`config.mk`:
```
export PLATFORM = sky130hd
export DESIGN_NAME = uart_tx_ctrl
export DESIGN_NICKNAME = d
export VERILOG_FILES = /design/src/rtl/uart_pkg.sv /design/src/rtl/uart_tx_ctrl_parity_calc.sv /design/src/rtl/uart_tx_ctrl.sv
export SDC_FILE = /design/constraint.sdc
export NUM_CORES = 1
export LEC_CHECK = 0
export ABC_AREA = 1
export ABC_CLOCK_PERIOD_IN_PS = 1390
export CORE_UTILIZATION = 40
export DETAILED_ROUTE_END_ITERATION = 8
export PLACE_DENSITY = 0.73
export SLEW_MARGIN = 20
export SYNTH_ARGS = -nofsm -noshare
export SYNTH_HDL_FRONTEND = slang
export SYNTH_SLANG_ARGS = --single-unit
```
`constraint.sdc`:
```
create_clock -name clk -period 1.39 [get_ports clk]
set_input_delay 0.3475 -clock clk [delete_from_list [all_inputs] [get_ports clk]]
set_output_delay 0.3475 -clock clk [all_outputs]
set_load 0.005 [all_outputs]
```
`src/rtl/uart_pkg.sv`:
```
// ---------------------------------------------------------------------------
// uart_pkg
// Shared definitions for the UART transmit controller slice.
//   tx_state_t : FSM state type and encoding (also driven on dbg_state)
//   PAR_EVEN / PAR_ODD : parity-type constants carried on par_typ
// ---------------------------------------------------------------------------
package uart_pkg;

  typedef enum logic [2:0] {
    ST_IDLE   = 3'd0,
    ST_START  = 3'd1,
    ST_DATA   = 3'd2,
    ST_PARITY = 3'd3,
    ST_STOP   = 3'd4
  } tx_state_t;

  localparam logic PAR_EVEN = 1'b0;
  localparam logic PAR_ODD  = 1'b1;

endpackage

```
`src/rtl/uart_tx_ctrl_parity_calc.sv`:
```
// ---------------------------------------------------------------------------
// parity_calc
// Combinational parity bit for one data word.
//   i_data    : word to protect
//   i_par_typ : PAR_EVEN or PAR_ODD
//   o_parity  : bit that makes the total count of ones even (PAR_EVEN) or
//               odd (PAR_ODD) over data plus parity
// ---------------------------------------------------------------------------
module parity_calc
  import uart_pkg::*;
#(
  parameter int DWIDTH = 8
) (
  input  logic [DWIDTH-1:0] i_data,
  input  logic              i_par_typ,
  output logic              o_parity
);

  assign o_parity = (^i_data) ^ (i_par_typ == PAR_ODD);

endmodule

```
`src/rtl/uart_tx_ctrl.sv`:
```
// ---------------------------------------------------------------------------
// uart_tx_ctrl
// Frame controller for a UART transmitter that pairs with an external
// serializer. Sequences START, DATA (LSB first, bits from s_data), optional
// PARITY and STOP, and drives the line.
//
// Build option: define UART_TX_PARITY_EN to add par_en/par_typ and the
// PARITY state. Without it every frame goes DATA -> STOP.
//
// Ports
//   clk        : clock, one line bit per cycle
//   rst        : asynchronous, active-low reset
//   data_valid : request to send p_data
//   p_data     : parallel word to send
//   par_en     : parity enable (UART_TX_PARITY_EN only)
//   par_typ    : 0 even / 1 odd (UART_TX_PARITY_EN only)
//   s_data     : serial bit from the serializer (already registered there)
//   ser_done   : serializer last-bit flag, honoured only in DATA
//   ser_en     : serializer enable, high for exactly DWIDTH cycles per frame
//   ser_data   : word latched at accept, feeds the serializer
//   tx_out     : UART line
//   tx_ready   : a word is accepted this cycle if data_valid is high
//   busy       : frame in progress
//   dbg_state  : current FSM state (tx_state_t encoding)
//
// Handshake: a word is accepted on a rising clk edge where data_valid and
// tx_ready are both high. tx_ready depends only on state (IDLE or STOP), so
// data_valid may be held across frames; while tx_ready is low, data_valid
// and p_data are ignored.
// ---------------------------------------------------------------------------
module uart_tx_ctrl
  import uart_pkg::*;
#(
  parameter int DWIDTH = 8
) (
  input  logic              clk,
  input  logic              rst,
  input  logic              data_valid,
  input  logic [DWIDTH-1:0] p_data,
`ifdef UART_TX_PARITY_EN
  input  logic              par_en,
  input  logic              par_typ,
`endif
  input  logic              s_data,
  input  logic              ser_done,
  output logic              ser_en,
  output logic [DWIDTH-1:0] ser_data,
  output logic              tx_out,
  output logic              tx_ready,
  output logic              busy,
  output logic [2:0]        dbg_state
);

  localparam int CW = (DWIDTH > 2) ? $clog2(DWIDTH) : 1;
  localparam logic [CW-1:0] CNT_LAST = CW'(DWIDTH - 1);
  localparam logic [CW-1:0] CNT_PRE  = CW'(DWIDTH - 2);

  tx_state_t         r_state;
  logic [CW-1:0]     r_cnt;
  logic              r_ser_en;
  logic [DWIDTH-1:0] r_ser_data;
  logic              r_par;
  logic              w_par;
  logic              w_tx_ready;
  logic              w_accept;
  logic              w_par_active;

`ifdef UART_TX_PARITY_EN
  logic r_par_en;
  assign w_par_active = r_par_en;

  parity_calc #(.DWIDTH(DWIDTH)) u_parity (
    .i_data    (p_data),
    .i_par_typ (par_typ),
    .o_parity  (w_par)
  );
`else
  assign w_par_active = 1'b0;

  parity_calc #(.DWIDTH(DWIDTH)) u_parity (
    .i_data    (p_data),
    .i_par_typ (PAR_EVEN),
    .o_parity  (w_par)
  );
`endif

  assign w_tx_ready = (r_state == ST_IDLE) || (r_state == ST_STOP);
  assign w_accept   = data_valid & w_tx_ready;

  always_ff @(posedge clk or negedge rst) begin
    if (!rst) begin
      r_state    <= ST_IDLE;
      r_cnt      <= '0;
      r_ser_en   <= 1'b0;
      r_ser_data <= '0;
      r_par      <= 1'b0;
`ifdef UART_TX_PARITY_EN
      r_par_en   <= 1'b0;
`endif
    end else begin
      case (r_state)
        ST_IDLE, ST_STOP: begin
          if (w_accept) begin
            r_state    <= ST_START;
            r_cnt      <= '0;
            r_ser_en   <= 1'b1;
            r_ser_data <= p_data;
            r_par      <= w_par;
`ifdef UART_TX_PARITY_EN
            r_par_en   <= par_en;
`endif
          end else begin
            r_state <= ST_IDLE;
          end
        end
        ST_START: begin
          r_state <= ST_DATA;
          r_cnt   <= '0;
        end
        ST_DATA: begin
          // Counter saturates at the last bit index rather than wrapping.
          if (r_cnt != CNT_LAST) r_cnt <= r_cnt + 1'b1;
          // START already used one enable cycle, so drop it one bit early.
          if (r_cnt == CNT_PRE) r_ser_en <= 1'b0;
          if (ser_done) begin
            r_ser_en <= 1'b0;
            r_state  <= w_par_active ? ST_PARITY : ST_STOP;
          end
        end
`ifdef UART_TX_PARITY_EN
        ST_PARITY: begin
          r_state <= ST_STOP;
        end
`endif
        default: begin
          r_state <= ST_IDLE;
        end
      endcase
    end
  end

  // Line mux: every leg is a flop (state, serializer bit, parity register).
  always_comb begin
    tx_out = 1'b1;
    case (r_state)
      ST_START:  tx_out = 1'b0;
      ST_DATA:   tx_out = s_data;
      ST_PARITY: tx_out = r_par;
      default:   tx_out = 1'b1;
    endcase
  end

  assign ser_en    = r_ser_en;
  assign ser_data  = r_ser_data;
  assign tx_ready  = w_tx_ready;
  assign busy      = (r_state != ST_IDLE);
  assign dbg_state = r_state;

endmodule

```
* After elaboration in Yosys (flattened, before gate mapping) *
Cells that the tools add are included.

word-level totals
  flip-flop bits (word level) = 16
  input bits = 13
  logic and storage cells = 38

operators by class
  add/sub/neg operators = 1
  equal/unequal tests = 10
  muxes and demuxes = 11
  bitwise operators = 1
  reduce and logical (&&, ||, !) cells = 10

operator list
  cell                                                                    number
  3-bit one-hot mux with 3 select lines                                   2
  3-bit 2-to-1 mux                                                        3
  8-bit XOR reduction                                                     1
  3-bit by 2-bit equality test with 1-bit output (second input constant)  2
  3-bit equality test (second input constant)                             2
  2-bit inequality test (second input constant)                           3
  3-bit inequality test (second input constant)                           2
  3-bit AND reduction                                                     2
  3-bit nonzero test                                                      2
  1-bit 2-to-1 mux                                                        4
  3-bit by 1-bit adder with 3-bit output (second input constant)          1
  3-bit by 1-bit equality test with 1-bit output (second input constant)  1
  3-bit zero test                                                         1
  1-bit one-hot mux with 3 select lines                                   1
  1-bit one-hot mux with 2 select lines                                   1
  2-bit AND reduction                                                     1
  2-bit nonzero test                                                      1
  2-bit OR reduction                                                      1
  1-bit AND                                                               1
  1-bit logical OR                                                        1

* Depth between registers and ports, before layout *
Gate-level depths: netlist of run 1.

  word-level depth = 5
  mapped depth = 8

* Hierarchy *
Synthesis of run 1 repeated with hierarchy kept, for this count alone.

second synthesis, totals
  cells, all modules = 128
  area total of the unflattened synthesis = 905.9 um2

modules (own cells, without submodules)
  module        times used  cells each  area each (um2)  seq. area each (um2)
  uart_tx_ctrl  1           90          742.0            400.4
  parity_calc   1           38          163.9            0.0

* Least setup slack after synthesis of run 1 *
OpenSTA, ideal clock, no wires.

  path type = register to output
  start = register r_state[0], in the netlist dbg_state[0]
  end = output tx_out
  arrival = 0.862 ns
  data required time = 1.043 ns
  path slack = 0.181 ns
  stages on the path, launching flop included = 5
  path buffers = 0
  path through = dfrtp_1 nor2_1 nand2_2 o21ai_0 inv_1

on the way
  longest elaborated chain between the ends = 2
  elaborated cells on any way between the ends = 4
  those cells by class = eq/ne (3); mux (1)

RTL lines
  what                                                                                                                     line                 RTL
  from (decl)                                                                                                              uart_tx_ctrl.sv:58   tx_state_t r_state;
  from (signal assigned)                                                                                                   uart_tx_ctrl.sv:127  r_state <= w_par_active ? ST_PARITY : ST_STOP;
  3-bit by 2-bit equality test with 1-bit output / 3-bit by 1-bit equality test with 1-bit output (equally long branches)  uart_tx_ctrl.sv:145  case (r_state)
  1-bit one-hot mux with 3 select lines *                                                                                  uart_tx_ctrl.sv:145
  to (decl)                                                                                                                uart_tx_ctrl.sv:48   output logic tx_out,

Mark *: on every way between the ends. The rest lies on a longest branch, timed or not.

* Final worst setup path of run 1 *
Ends and elaborated chain as after synthesis.

==> results of run 1 <==
==> registers in the layout, summed over array words and instances, names as in the netlist <==
signal     cells
ser_en         1
r_par          1
dbg_state      3
ser_data       8
r_cnt          3
==> worst max-delay path: cells and delay by family (launching register included) <==
| family | cells | cell delay (ns) |
|---|---|---|
| flops | 1 | 0.41 |
| buf+inv | 3 | 0.30 |
| simple gates | 1 | 0.09 |
| compound gates | 1 | 0.08 |
==> worst paths after layout <==
kind	start	endpoint	slack [ns]	cells after the start
max	dbg_state[0]$_DFFE_PN0P_	tx_out	-0.12	5
min	rst	r_cnt[2]$_DFFE_PN0P_	0.37	2
max reg2reg	dbg_state[0]$_DFFE_PN0P_	ser_data[7]$_DFFE_PN0P_	0.05	9
min reg2reg	ser_data[2]$_DFFE_PN0P_	ser_data[2]$_DFFE_PN0P_	0.49	2
max in group asynchronous	rst	dbg_state[1]$_DFFE_PN0P_	0.82	2
min in group clk	ser_data[2]$_DFFE_PN0P_	ser_data[2]$_DFFE_PN0P_	0.49	2
==> layout make-up <==
cell class                      instances  area [µm²]
Inverter                               15        66.3
Multi-Input combinational cell         91         485
Tap cell                               28        35.0
Clock buffer                            4        36.3
Timing Repair Buffer                   47         407
Fill cell                             207         781
Sequential cell                        16         402
==> metal layers <==
metal	up-vias	share of wire	routed length [µm]
met5	-	0	0
met4	0	0.0068	14
met3	2	0.041	85
met2	22	0.57	1160
met1	393	0.38	791
li1	481	-	-
==> kinds of logic after synthesis <==
| logic type | Yosys count |
|---|---|
| AO/OA/AOI/OAI | 13 |
| adder cells (fa/ha/maj) | 3 |
| buffers and inverters | 16 |
| flip-flops | 16 |
| AND/OR/NAND/NOR | 75 |
==> power by group <==
part           internal [µW]  switching (µW)  leakage [µW]  total, µW
combinational            680             616      0.000564       1300
clock                    159             135     0.0000210        295
sequential               654             132      0.000201        786
==> per-stage QoR <==
step           instances  setup TNS (ns)
6_report             201          -0.348
5_1_grt              201          -0.615
4_1_cts              202          -0.250
3_5_place_dp         191          -0.736
3_3_place_gp         191          -0.597
2_1_floorplan        123               0
==> what timing repair did <==
item / CTS / global route
buffers inserted: 7 / 0
pin swaps: 3 / 4
gates resized for setup: 29 / 12
cloned: 0 / 0
setup endpoints to repair: 15 / 16
==> synthesized netlist by cell type <==
master	number
sky130_fd_sc_hd__ha_1	3
sky130_fd_sc_hd__inv_4	2
sky130_fd_sc_hd__o21ai_2	8
sky130_fd_sc_hd__o21ai_0	2
sky130_fd_sc_hd__buf_6	1
sky130_fd_sc_hd__nand2_2	1
sky130_fd_sc_hd__nor2_1	3
sky130_fd_sc_hd__nand3_1	4
sky130_fd_sc_hd__nand2_1	62
sky130_fd_sc_hd__nand3b_1	1
sky130_fd_sc_hd__nor2_4	1
sky130_fd_sc_hd__inv_1	12
sky130_fd_sc_hd__o21ai_1	3
sky130_fd_sc_hd__nor2_8	1
sky130_fd_sc_hd__or2_1	1
sky130_fd_sc_hd__nand3_2	1
sky130_fd_sc_hd__inv_2	1
sky130_fd_sc_hd__dfrtp_1	16
==> impl_summary.txt, run 1 <==
----------------------------------------------------
[Outcome]
  Run status ... finished, violations left
  Violations in the final reports ... setup timing

[Placement]
  Worst setup timing slack at the placement stage ... -0.371 ns
  Dpl cell area ... 0.00133 mm²
  Global placement routability congestion ... 0.728
  DPL Wire Length ... 1.53 mm
  Number of buffers added on ports ... 27

[Global routing]
  Global Route Usage Sum ... 0.179
  Global-route wire length before repair ... 3.35 mm
  Routing usage on met1 ... 0.178
  Via count of the first global-routing pass ... 850
  Pin count of the biggest net entering global routing ... 19
  Met2 layer usage reported by global route ... 0.356
  Grt ovf ... 0
  Most Used Layer, Global Route ... met2
  GR Util met3 ... 0.0303
  Antenna violations before repair ... 0

[Logic synthesis]
  Synthesized instance count ... 123
  Mux share of post-synthesis cell area ... 0
  Leading area contributor after synthesis ... sky130_fd_sc_hd__dfrtp_1
  Cell Area, Synth ... 931 µm²
  Area share of the largest cell type after synthesis ... 0.430
  Syn. warnings ... 0
  Xor/xnor cell area share of the yosys netlist ... 0
  Share of the synthesized area in compound gates (AO/OA/AOI/OAI) ... 0.102
  Synth cell types ... 18
  Dominant combinational cell family by area after synthesis ... simple AND/OR/NAND/NOR gates
  Flip-flop and latch count after synthesis ... 16
  Synth area leaders ... sky130_fd_sc_hd__dfrtp_1 43%, sky130_fd_sc_hd__nand2_1 25%, sky130_fd_sc_hd__o21ai_2 7.5%
  Arithmetic-cell share of the synthesized area counting full adders, half adders and majority gates ... 0.0403
  Avg Synthesized Cell Area ... 7.57 µm²
  Nets in the synthesized netlist ... 139
  Portion of the post-synthesis area used by sequential elements ... 0.430
  Simple-gate share of the synthesized area ... 0.349

[Power]
  Final Power ... 2380 µW
  Power density relative to cell area ... 1660 mW/mm²
  Leakage power summed over all cells ... 0.000787 µW
  Highest ir drop seen on vdd ... 0.884 mV

[Clock network]
  Clk slew on worst S/H paths ... 0.09 ns
  TritonCTS clock tree ... yes
  Buffer levels on the longest clock path ... 2
  Clock tree sinks ... 16
  Number of buffers inserted during clock tree synthesis ... 3
  H-tree depth reported by CTS ... 1
  Insertion delay to the later sink of the worst-skew pair ... 0.28 ns
  Root buffer cell ... sky130_fd_sc_hd__clkbuf_4
  Hold buffer count at CTS ... 0

[Die]
  Die area ... 0.00252 mm²
  Width of the chip ... 50.2 µm
  Top-level I/O count ... 28
  Area inside the core boundary ... 0.00221 mm²
  Vert. Die Dim ... 50.2 µm
  Std-Cell Rows ... 17
  Initial core utilization ... 0.421

[Final layout]
  Fraction of layout instances using a drive strength above 1 ... 0.283
  Growth of design area from synthesis to finish ... 53.8%
  Inserted Diodes ... 0
  Commonest cells after routing, fill and taps aside ... 60 x sky130_fd_sc_hd__nand2_1, 18 x sky130_fd_sc_hd__buf_4, 15 x sky130_fd_sc_hd__dfrtp_1, 12 x sky130_fd_sc_hd__clkdlybuf4s50_1
  Most common library cell in the layout ignoring fill and taps ... sky130_fd_sc_hd__nand2_1
  Util after Layout ... 0.647
  Fin nets ... 190
  Finished layout cell area ... 0.00143 mm²

[Timing]
  Hold slack ... 0.368 ns
  Worst setup margin ... -0.116 ns
  Fmax ... 664 MHz
  Count of final setup violators ... 4
  Slew Limit Fails ... 0
  Worst relative slew slack ... 0.866
  Final critical delay including setup and external delays ... 1.51 ns
  Final count of hold timing violations ... 0
  RSZ-0062 raised after global routing ... true
  Worst Clk Skew ... 0.00579 ns
  Part of the cycle the worst path needs ... 1.08
  Transition at the pin with the smallest max-transition slack ... 0.201 ns

[Setup path]
  Critical path peak fanout ... 3
  Element type at the critical path end ... primary output
  Startpoint-to-endpoint class of the critical path ... reg -> out
  Signal arrival time at the worst endpoint ... 1.16 ns
  Delay contributed by the slowest stage of the critical path ... 0.41 ns
  Critical path launch point type ... flip-flop
  CP Data Required Time ... 1.04 ns
  Series of cell instances along the critical path ... buf_4 > nand3_1 > o21ai_1 > inv_1 > buf_2
  Slowest cell on the critical path ... sky130_fd_sc_hd__dfrtp_1

[Detailed routing]
  1st-pass router iterations ... 3
  Number of routed nets with antenna violations ... 0
  DRC ... 0
  Total wire length after detailed routing ... 2.06 mm
  Violation count after the first detailed-route iteration ... 12
  Via/cell ratio ... 4.47
  Routed via count ... 898
  Post-detailed-route wirelength per cell ... 10.2 µm

[Worst hold path]
  Type of the most critical hold path ... in -> async

[Job]
  Max-cap violation count ... 0

----------------------------------------------------
Power figures use the tool's default switching activity.
==> run 2, diff against run 1 <==
- SYNTH_HIERARCHICAL: not set -> 1
==> impl_summary.txt, run 2 <==
----------------------------------------------------
[Logic synthesis]
  Synth cell types ... 19 (was 18)
  Most frequent cell after synthesis ... sky130_fd_sc_hd__nand2_1 (unchanged)
  Portion of the post-synthesis area used by sequential elements ... 0.442 (was 0.430)
  Flip-flop and latch count after synthesis ... 16 (unchanged)
  Share of the synthesized area in compound gates (AO/OA/AOI/OAI) ... 0.0262 (was 0.102)
  Cell Area, Synth ... 906 µm² (was 931 µm²)
  Count of flip-flops with a built-in enable after synthesis ... 0 (unchanged)
  Arithmetic-cell share of the synthesized area counting full adders, half adders and majority gates ... 0.0414 (was 0.0403)
  Synth area leaders ... sky130_fd_sc_hd__dfrtp_1 44%, sky130_fd_sc_hd__nand2_1 25%, sky130_fd_sc_hd__inv_1 5.8% (was sky130_fd_sc_hd__dfrtp_1 43%, sky130_fd_sc_hd__nand2_1 25%, sky130_fd_sc_hd__o21ai_2 7.5%)
  Avg Synthesized Cell Area ... 7.08 µm² (was 7.57 µm²)
  Leading area contributor after synthesis ... sky130_fd_sc_hd__dfrtp_1 (unchanged)
  Syn. warnings ... 6 (was 0)
  Synthesized instance count ... 128 (was 123)
  Dominant synthesized flop cell ... sky130_fd_sc_hd__dfrtp_1 (unchanged)
  Simple-gate share of the synthesized area ... 0.401 (was 0.349)
  Xor/xnor cell area share of the yosys netlist ... 0.00967 (was 0)
  Dominant combinational cell family by area after synthesis ... simple AND/OR/NAND/NOR gates (unchanged)
  Area share of the largest cell type after synthesis ... 0.442 (was 0.430)
  Mux share of post-synthesis cell area ... 0 (unchanged)
  Proportion of register bits with asynchronous set or reset after synthesis ... 1.00 (unchanged)
  Top post-synthesis cells by count ... 61 x sky130_fd_sc_hd__nand2_1, 16 x sky130_fd_sc_hd__dfrtp_1, 14 x sky130_fd_sc_hd__inv_1 (was 62 x sky130_fd_sc_hd__nand2_1, 16 x sky130_fd_sc_hd__dfrtp_1, 12 x sky130_fd_sc_hd__inv_1)

[Clock network]
  Buffer levels on the longest clock path ... 2 (unchanged)
  TritonCTS clock tree ... yes (unchanged)
  Insertion delay to the later sink of the worst-skew pair ... 0.28 ns (about the same)
  Clk slew on worst S/H paths ... 0.09 ns (about the same)
  Number of buffers inserted during clock tree synthesis ... 3 (unchanged)
  Hold buffer count at CTS ... 0 (unchanged)
  H-tree depth reported by CTS ... 1 (unchanged)
  Clock tree sinks ... 16 (unchanged)
  Root buffer cell ... sky130_fd_sc_hd__clkbuf_4 (unchanged)

[Power]
  Clock network fraction of total power ... 0.098 (was 0.124)
  Leakage power summed over all cells ... 0.000847 µW (was 0.000787 µW)
  Part of the power in combinational logic ... 0.580 (was 0.545)
  Register share of total power ... 0.322 (was 0.331)
  P_int ... 1500 µW (was 1490 µW)
  Switching power as a share of total power ... 0.373 (was 0.372)
  Power density relative to cell area ... 1640 mW/mm² (was 1660 mW/mm²)
  Net switching power ... 893 µW (was 884 µW)
  Highest ir drop seen on vdd ... 0.940 mV (was 0.884 mV)

[Global routing]
  Pin count of the biggest net entering global routing ... 17 (was 19)
  Grt ovf ... 0 (unchanged)
  Via count of the first global-routing pass ... 898 (was 850)
  Antenna violations before repair ... 0 (unchanged)
  Global-route wire length before repair ... 3.64 mm (was 3.35 mm)
  Global Route Usage Sum ... 0.197 (was 0.179)

[Timing]
  Part of the cycle the worst path needs ... 1.08 (about the same)
  Slew Limit Fails ... 0 (unchanged)
  Count of final setup violators ... 8 (was 4)
  RSZ-0062 raised after global routing ... true (unchanged)
  Worst setup margin ... -0.114 ns (was -0.116 ns)
  Worst Clk Skew ... 0.000271 ns (was 0.00579 ns)
  Fmax ... 665 MHz (was 664 MHz)
  Final critical delay including setup and external delays ... 1.50 ns (was 1.51 ns)
  Final count of hold timing violations ... 0 (unchanged)

[Die]
  Top-level I/O count ... 28 (unchanged)
  Area inside the core boundary ... 0.00204 mm² (was 0.00221 mm²)
  Width of the chip ... 49.6 µm (was 50.2 µm)
  Die area ... 0.00246 mm² (was 0.00252 mm²)
  Vert. Die Dim ... 49.6 µm (was 50.2 µm)
  Std-Cell Rows ... 16 (was 17)
  Initial core utilization ... 0.444 (was 0.421)

[Detailed routing]
  Via/cell ratio ... 4.77 (was 4.47)
  DRC ... 0 (unchanged)
  Post-detailed-route wirelength per cell ... 11.6 µm (was 10.2 µm)
  1st-pass router iterations ... 4 (was 3)
  Violation count after the first detailed-route iteration ... 10 (was 12)
  Number of routed nets with antenna violations ... 0 (unchanged)
  Total wire length after detailed routing ... 2.41 mm (was 2.06 mm)
  Routed via count ... 992 (was 898)

[Final layout]
  Inserted Diodes ... 0 (unchanged)
  Fin cells ... 208 (was 201)
  Commonest cells after routing, fill and taps aside ... 55 x sky130_fd_sc_hd__nand2_1, 16 x sky130_fd_sc_hd__dfrtp_1, 16 x sky130_fd_sc_hd__buf_4, 13 x sky130_fd_sc_hd__inv_1, 11 x sky130_fd_sc_hd__clkdlybuf4s50_1 (was 60 x sky130_fd_sc_hd__nand2_1, 18 x sky130_fd_sc_hd__buf_4, 15 x sky130_fd_sc_hd__dfrtp_1, 12 x sky130_fd_sc_hd__clkdlybuf4s50_1)
  Growth of design area from synthesis to finish ... 61.2% (was 53.8%)
  Most common library cell in the layout ignoring fill and taps ... sky130_fd_sc_hd__nand2_1 (unchanged)
  Number of flip-flops in the largest register ... 8 (unchanged)
  Fraction of layout instances using a drive strength above 1 ... 0.287 (was 0.283)
  Finished layout cell area ... 0.00146 mm² (was 0.00143 mm²)
  Fin nets ... 199 (was 190)
  Util after Layout ... 0.715 (was 0.647)

[Setup path]
  Critical path launch point type ... flip-flop (unchanged)
  Worst R2R Setup Slack ... -0.04 ns (was 0.05 ns)
  Critical path peak fanout ... 3 (unchanged)
  Startpoint-to-endpoint class of the critical path ... reg -> out (unchanged)
  CP Data Required Time ... 1.04 ns (about the same)
  Element type at the critical path end ... primary output (unchanged)
  Signal arrival time at the worst endpoint ... 1.16 ns (about the same)

[Placement]
  Number of buffers added on ports ... 27 (unchanged)
  Cell Count Post-Placement ... 195 (was 191)
  DPL Wire Length ... 1.52 mm (was 1.53 mm)
  Global placement routability congestion ... 0.767 (was 0.728)
  Dpl cell area ... 0.00131 mm² (was 0.00133 mm²)

[Job]
  Max-cap violation count ... 0 (unchanged)

[Outcome]
  Run status ... finished, violations left (unchanged)
  Violations in the final reports ... setup timing (unchanged)

[Worst hold path]
  Type of the most critical hold path ... in -> reg (was in -> async)

----------------------------------------------------
run 2: layer usage:
layer	GRT usage	routed length, µm	share of wire	up-vias
met4	0.100	62	0.026	0
li1	-	-	-	501
met5	0	0	0	-
met1	0.211	988	0.41	461
met3	0.00926	70	0.029	4
met2	0.383	1290	0.53	26
run 2: per-stage QoR:
step / total power (µW) / hold slack, ns / setup slack, ns / setup TNS, ns
6_report: 2400 / 0.373 / -0.114 / -0.395
5_1_grt: 2580 / 0.419 / -0.173 / -0.914
4_1_cts: 2190 / 0.399 / -0.116 / -0.182
3_5_place_dp: 1910 / 0.465 / -0.382 / -0.664
3_3_place_gp: 1890 / 0.455 / -0.368 / -0.631
2_1_floorplan: 1220 / 0.0519 / 0.189 / 0
run 2: layout make-up:
| cell class | instances | area (µm²) |
|---|---|---|
| inverter | 17 | 68.8 |
| fill | 180 | 582 |
| clock buffer | 3 | 22.5 |
| sequential | 16 | 400 |
| multi-input combinational | 95 | 492 |
| timing repair buffer | 50 | 443 |
| tap | 27 | 33.8 |
run 2: power by group through the flow:
stage          clock, µW  sequential, µW  combinational [µW]
2_1_floorplan          0             799                 426
3_3_place_gp           0             778                1110
3_5_place_dp           0             780                1130
4_1_cts              251             761                1180
5_1_grt              264             797                1520
6_report             235             771                1390
run 2: cells by family (layout without fill, tap and decap cells):
kind of cell,after synthesis,in the layout
other,1,2
adders and majority gates,3,3
xor gates and xnor gates,1,1
AOI/OAI and AO/OA,4,4
and+or+nand+nor,85,85
buffers and inverters,18,70
DFF,16,16
run 2: timing repair:
| action | in CTS | in global routing |
|---|---|---|
| buffers inserted | 8 | 3 |
| setup endpoints to repair | 15 | 19 |
| hold endpoints to repair | 0 | 0 |
| pin swaps | 4 | 4 |
| gates resized for setup | 33 | 24 |
run 2: worst paths after layout:
path / startpoint / to / cells after the start
setup / recovery: dbg_state[0]$_DFFE_PN0P_ / tx_out / 5
hold / removal: p_data[2] / ser_data[2]$_DFFE_PN0P_ / 3
setup reg to reg: dbg_state[0]$_DFFE_PN0P_ / r_cnt[2]$_DFFE_PN0P_ / 8
hold reg to reg: ser_data[6]$_DFFE_PN0P_ / ser_data[6]$_DFFE_PN0P_ / 2
max in group asynchronous: rst / ser_data[1]$_DFFE_PN0P_ / 2
min in group asynchronous: rst / ser_data[5]$_DFFE_PN0P_ / 2
run 2: critical path, stage by stage (launching register included):
cell,delay [ns]
sky130_fd_sc_hd__dfrtp_1,0.42
sky130_fd_sc_hd__buf_6,0.13
sky130_fd_sc_hd__inv_4,0.03
sky130_fd_sc_hd__o22ai_2,0.13
sky130_fd_sc_hd__nand2_1,0.06
sky130_fd_sc_hd__buf_2,0.12
==> run 3, diff against run 2 <==
- CORE_ASPECT_RATIO: not set -> 0.9
==> impl_summary.txt, run 3 (synthesis results as in run 2) <==
----------------------------------------------------
[Outcome]
  Run status ... finished, violations left (unchanged)
  Violations in the final reports ... setup timing (unchanged)

[Detailed routing]
  Post-detailed-route wirelength per cell ... 11.5 µm (was 11.6 µm)
  1st-pass router iterations ... 4 (unchanged)
  Via/cell ratio ... 4.75 (was 4.77)
  Violation count after the first detailed-route iteration ... 25 (was 10)
  Total wire length after detailed routing ... 2.43 mm (was 2.41 mm)
  Number of routed nets with antenna violations ... 0 (unchanged)
  Routed via count ... 1003 (was 992)
  DRC ... 0 (unchanged)

[Timing]
  Slew Limit Fails ... 0 (unchanged)
  Worst Clk Skew ... 0.00602 ns (was 0.000271 ns)
  Worst setup margin ... -0.183 ns (was -0.114 ns)
  Hold slack ... 0.339 ns (was 0.373 ns)
  RSZ-0062 raised after global routing ... true (unchanged)
  Final critical delay including setup and external delays ... 1.57 ns (was 1.50 ns)
  Fmax ... 636 MHz (was 665 MHz)
  Part of the cycle the worst path needs ... 1.13 (was 1.08)
  Count of final setup violators ... 2 (was 8)
  Final count of hold timing violations ... 0 (unchanged)

[Setup path]
  Capturing point of the worst reg2reg path ... ser_data[1]$_DFFE_PN0P_ (was r_cnt[2]$_DFFE_PN0P_)
  Element type at the critical path end ... primary output (unchanged)
  Critical path peak fanout ... 4 (was 3)
  Critical path launch point type ... flip-flop (unchanged)
  Length in cells of the worst reg-to-reg path ... 8 (unchanged)
  Worst R2R Setup Slack ... 0.05 ns (was -0.04 ns)
  CP Data Required Time ... 1.04 ns (about the same)
  Signal arrival time at the worst endpoint ... 1.23 ns (was 1.16 ns)
  Worst reg2reg startpoint ... dbg_state[0]$_DFFE_PN0P_ (unchanged)
  Startpoint-to-endpoint class of the critical path ... reg -> out (unchanged)

[Job]
  Max-cap violation count ... 0 (unchanged)

[Clock network]
  Root buffer cell ... sky130_fd_sc_hd__clkbuf_4 (unchanged)
  Number of buffers inserted during clock tree synthesis ... 3 (unchanged)
  Insertion delay to the later sink of the worst-skew pair ... 0.29 ns (was 0.28 ns)
  TritonCTS clock tree ... yes (unchanged)
  Buffer levels on the longest clock path ... 2 (unchanged)
  Clock tree sinks ... 16 (unchanged)
  Clk slew on worst S/H paths ... 0.10 ns (was 0.09 ns)
  H-tree depth reported by CTS ... 1 (unchanged)
  Hold buffer count at CTS ... 0 (unchanged)

[Die]
  Vert. Die Dim ... 47.1 µm (was 49.6 µm)
  Width of the chip ... 52.2 µm (was 49.6 µm)
  Top-level I/O count ... 28 (unchanged)
  Initial core utilization ... 0.447 (was 0.444)
  Std-Cell Rows ... 15 (was 16)
  Die area ... 0.00246 mm² (about the same)
  Area inside the core boundary ... 0.00203 mm² (was 0.00204 mm²)

[Power]
  Leakage power summed over all cells ... 0.000889 µW (was 0.000847 µW)
  Power density relative to cell area ... 1630 mW/mm² (was 1640 mW/mm²)
  Highest ir drop seen on vdd ... 1.06 mV (was 0.940 mV)

[Final layout]
  Number of flip-flops in the largest register ... 8 (unchanged)
  Fraction of layout instances using a drive strength above 1 ... 0.323 (was 0.287)
  Fin nets ... 203 (was 199)
  Inserted Diodes ... 0 (unchanged)
  Sequential cell area ... 403 µm² (was 400 µm²)
  Growth of design area from synthesis to finish ... 63.7% (was 61.2%)
  Filler cell count ... 154 (was 180)
  Util after Layout ... 0.731 (was 0.715)
  Multi-input combinational cell area ... 477 µm² (was 492 µm²)
  Finished layout cell area ... 0.00148 mm² (was 0.00146 mm²)
  Commonest cells after routing, fill and taps aside ... 57 x sky130_fd_sc_hd__nand2_1, 22 x sky130_fd_sc_hd__buf_4, 14 x sky130_fd_sc_hd__dfrtp_1, 13 x sky130_fd_sc_hd__inv_1 (was 55 x sky130_fd_sc_hd__nand2_1, 16 x sky130_fd_sc_hd__dfrtp_1, 16 x sky130_fd_sc_hd__buf_4, 13 x sky130_fd_sc_hd__inv_1, 11 x sky130_fd_sc_hd__clkdlybuf4s50_1)
  Most common library cell in the layout ignoring fill and taps ... sky130_fd_sc_hd__nand2_1 (unchanged)

[Worst hold path]
  Worst Hold End ... ser_data[3]$_DFFE_PN0P_ (was ser_data[2]$_DFFE_PN0P_)
  Hold path start ... p_data[3] (was p_data[2])
  Type of the most critical hold path ... in -> reg (unchanged)
  Count of cells along the worst hold path ... 3 (unchanged)

[Placement]
  DPL Wire Length ... 1.69 mm (was 1.52 mm)
  Dpl cell area ... 0.00131 mm² (about the same)
  Global placement routability congestion ... 0.823 (was 0.767)
  Number of buffers added on ports ... 27 (unchanged)

[Global routing]
  Grt ovf ... 0 (unchanged)
  Pin count of the biggest net entering global routing ... 17 (unchanged)
  Global-route wire length before repair ... 3.57 mm (was 3.64 mm)
  Via count of the first global-routing pass ... 887 (was 898)
  Antenna violations before repair ... 0 (unchanged)
  Global Route Usage Sum ... 0.207 (was 0.197)

----------------------------------------------------
==> run 3: changes by cell type in the layout (fill, tap and decap cells not counted), sizes merged <==
cell and delta:
buf +5, clkdlybuf4s50 -4, dlymetal6s2s +4
==> run 3: layout make-up <==
| cell class | instances | share of cell area |
|---|---|---|
| Multi-Input combinational cell | 95 | 0.322 |
| Timing Repair Buffer | 54 | 0.316 |
| Sequential cell | 16 | 0.272 |
| Inverter | 17 | 0.0447 |
| Clock buffer | 4 | 0.0245 |
| Tap cell | 25 | 0.0211 |
==> run 3: timing repair <==
item	CTS	global route
endpoints found under the setup margin	15	18
pin swaps	4	10
gates resized for setup	39	18
buffers inserted	10	4
==> run 3: worst max path at each step <==
stage	startpoint	to	slack [ns]	depth (start not counted)
CTS	dbg_state[0]$_DFFE_PN0P_	tx_out	-0.19	5
floorplan	r_cnt[0]$_DFFE_PN0P_	r_cnt[0]$_DFFE_PN0P_	0.19	6
detailed placement	s_data	tx_out	-0.42	4
finish	dbg_state[2]$_DFFE_PN0P_	tx_out	-0.18	4
global placement	s_data	tx_out	-0.37	4
global route	dbg_state[2]$_DFFE_PN0P_	tx_out	-0.21	4
==> run 3: critical path, stage by stage, from the launching register on <==
cell and delay (ns):
sky130_fd_sc_hd__dfrtp_2 0.45, sky130_fd_sc_hd__buf_6 0.12, sky130_fd_sc_hd__o22ai_2 0.16, sky130_fd_sc_hd__nand2_1 0.08, sky130_fd_sc_hd__buf_2 0.13
==> run 3: through the flow <==
step                      TNS (ns)  std cells  power (µW)  setup WS (ns)
after floorplan                  0        129        1220          0.189
after global placement      -0.652        194        1890         -0.368
after detailed placement    -0.834        194        1940         -0.424
after CTS                   -0.427        208        2320         -0.185
after global routing        -0.447        211        2600         -0.212
final                       -0.268        211        2420         -0.183
==> run 3: report_power, final <==
part	leakage (µW)	internal (µW)	switching [µW]
logic	0.000667	729	596
clock network	0.0000210	159	154
registers	0.000200	655	129
==> run 3: layer usage <==
metal | track usage | vias to the layer above | part of all wire
li1 | - | 502 | -
met1 | 0.231 | 472 | 0.41
met2 | 0.385 | 27 | 0.54
met3 | 0.0291 | 2 | 0.035
met4 | 0.121 | 0 | 0.0082
met5 | 0 | - | 0
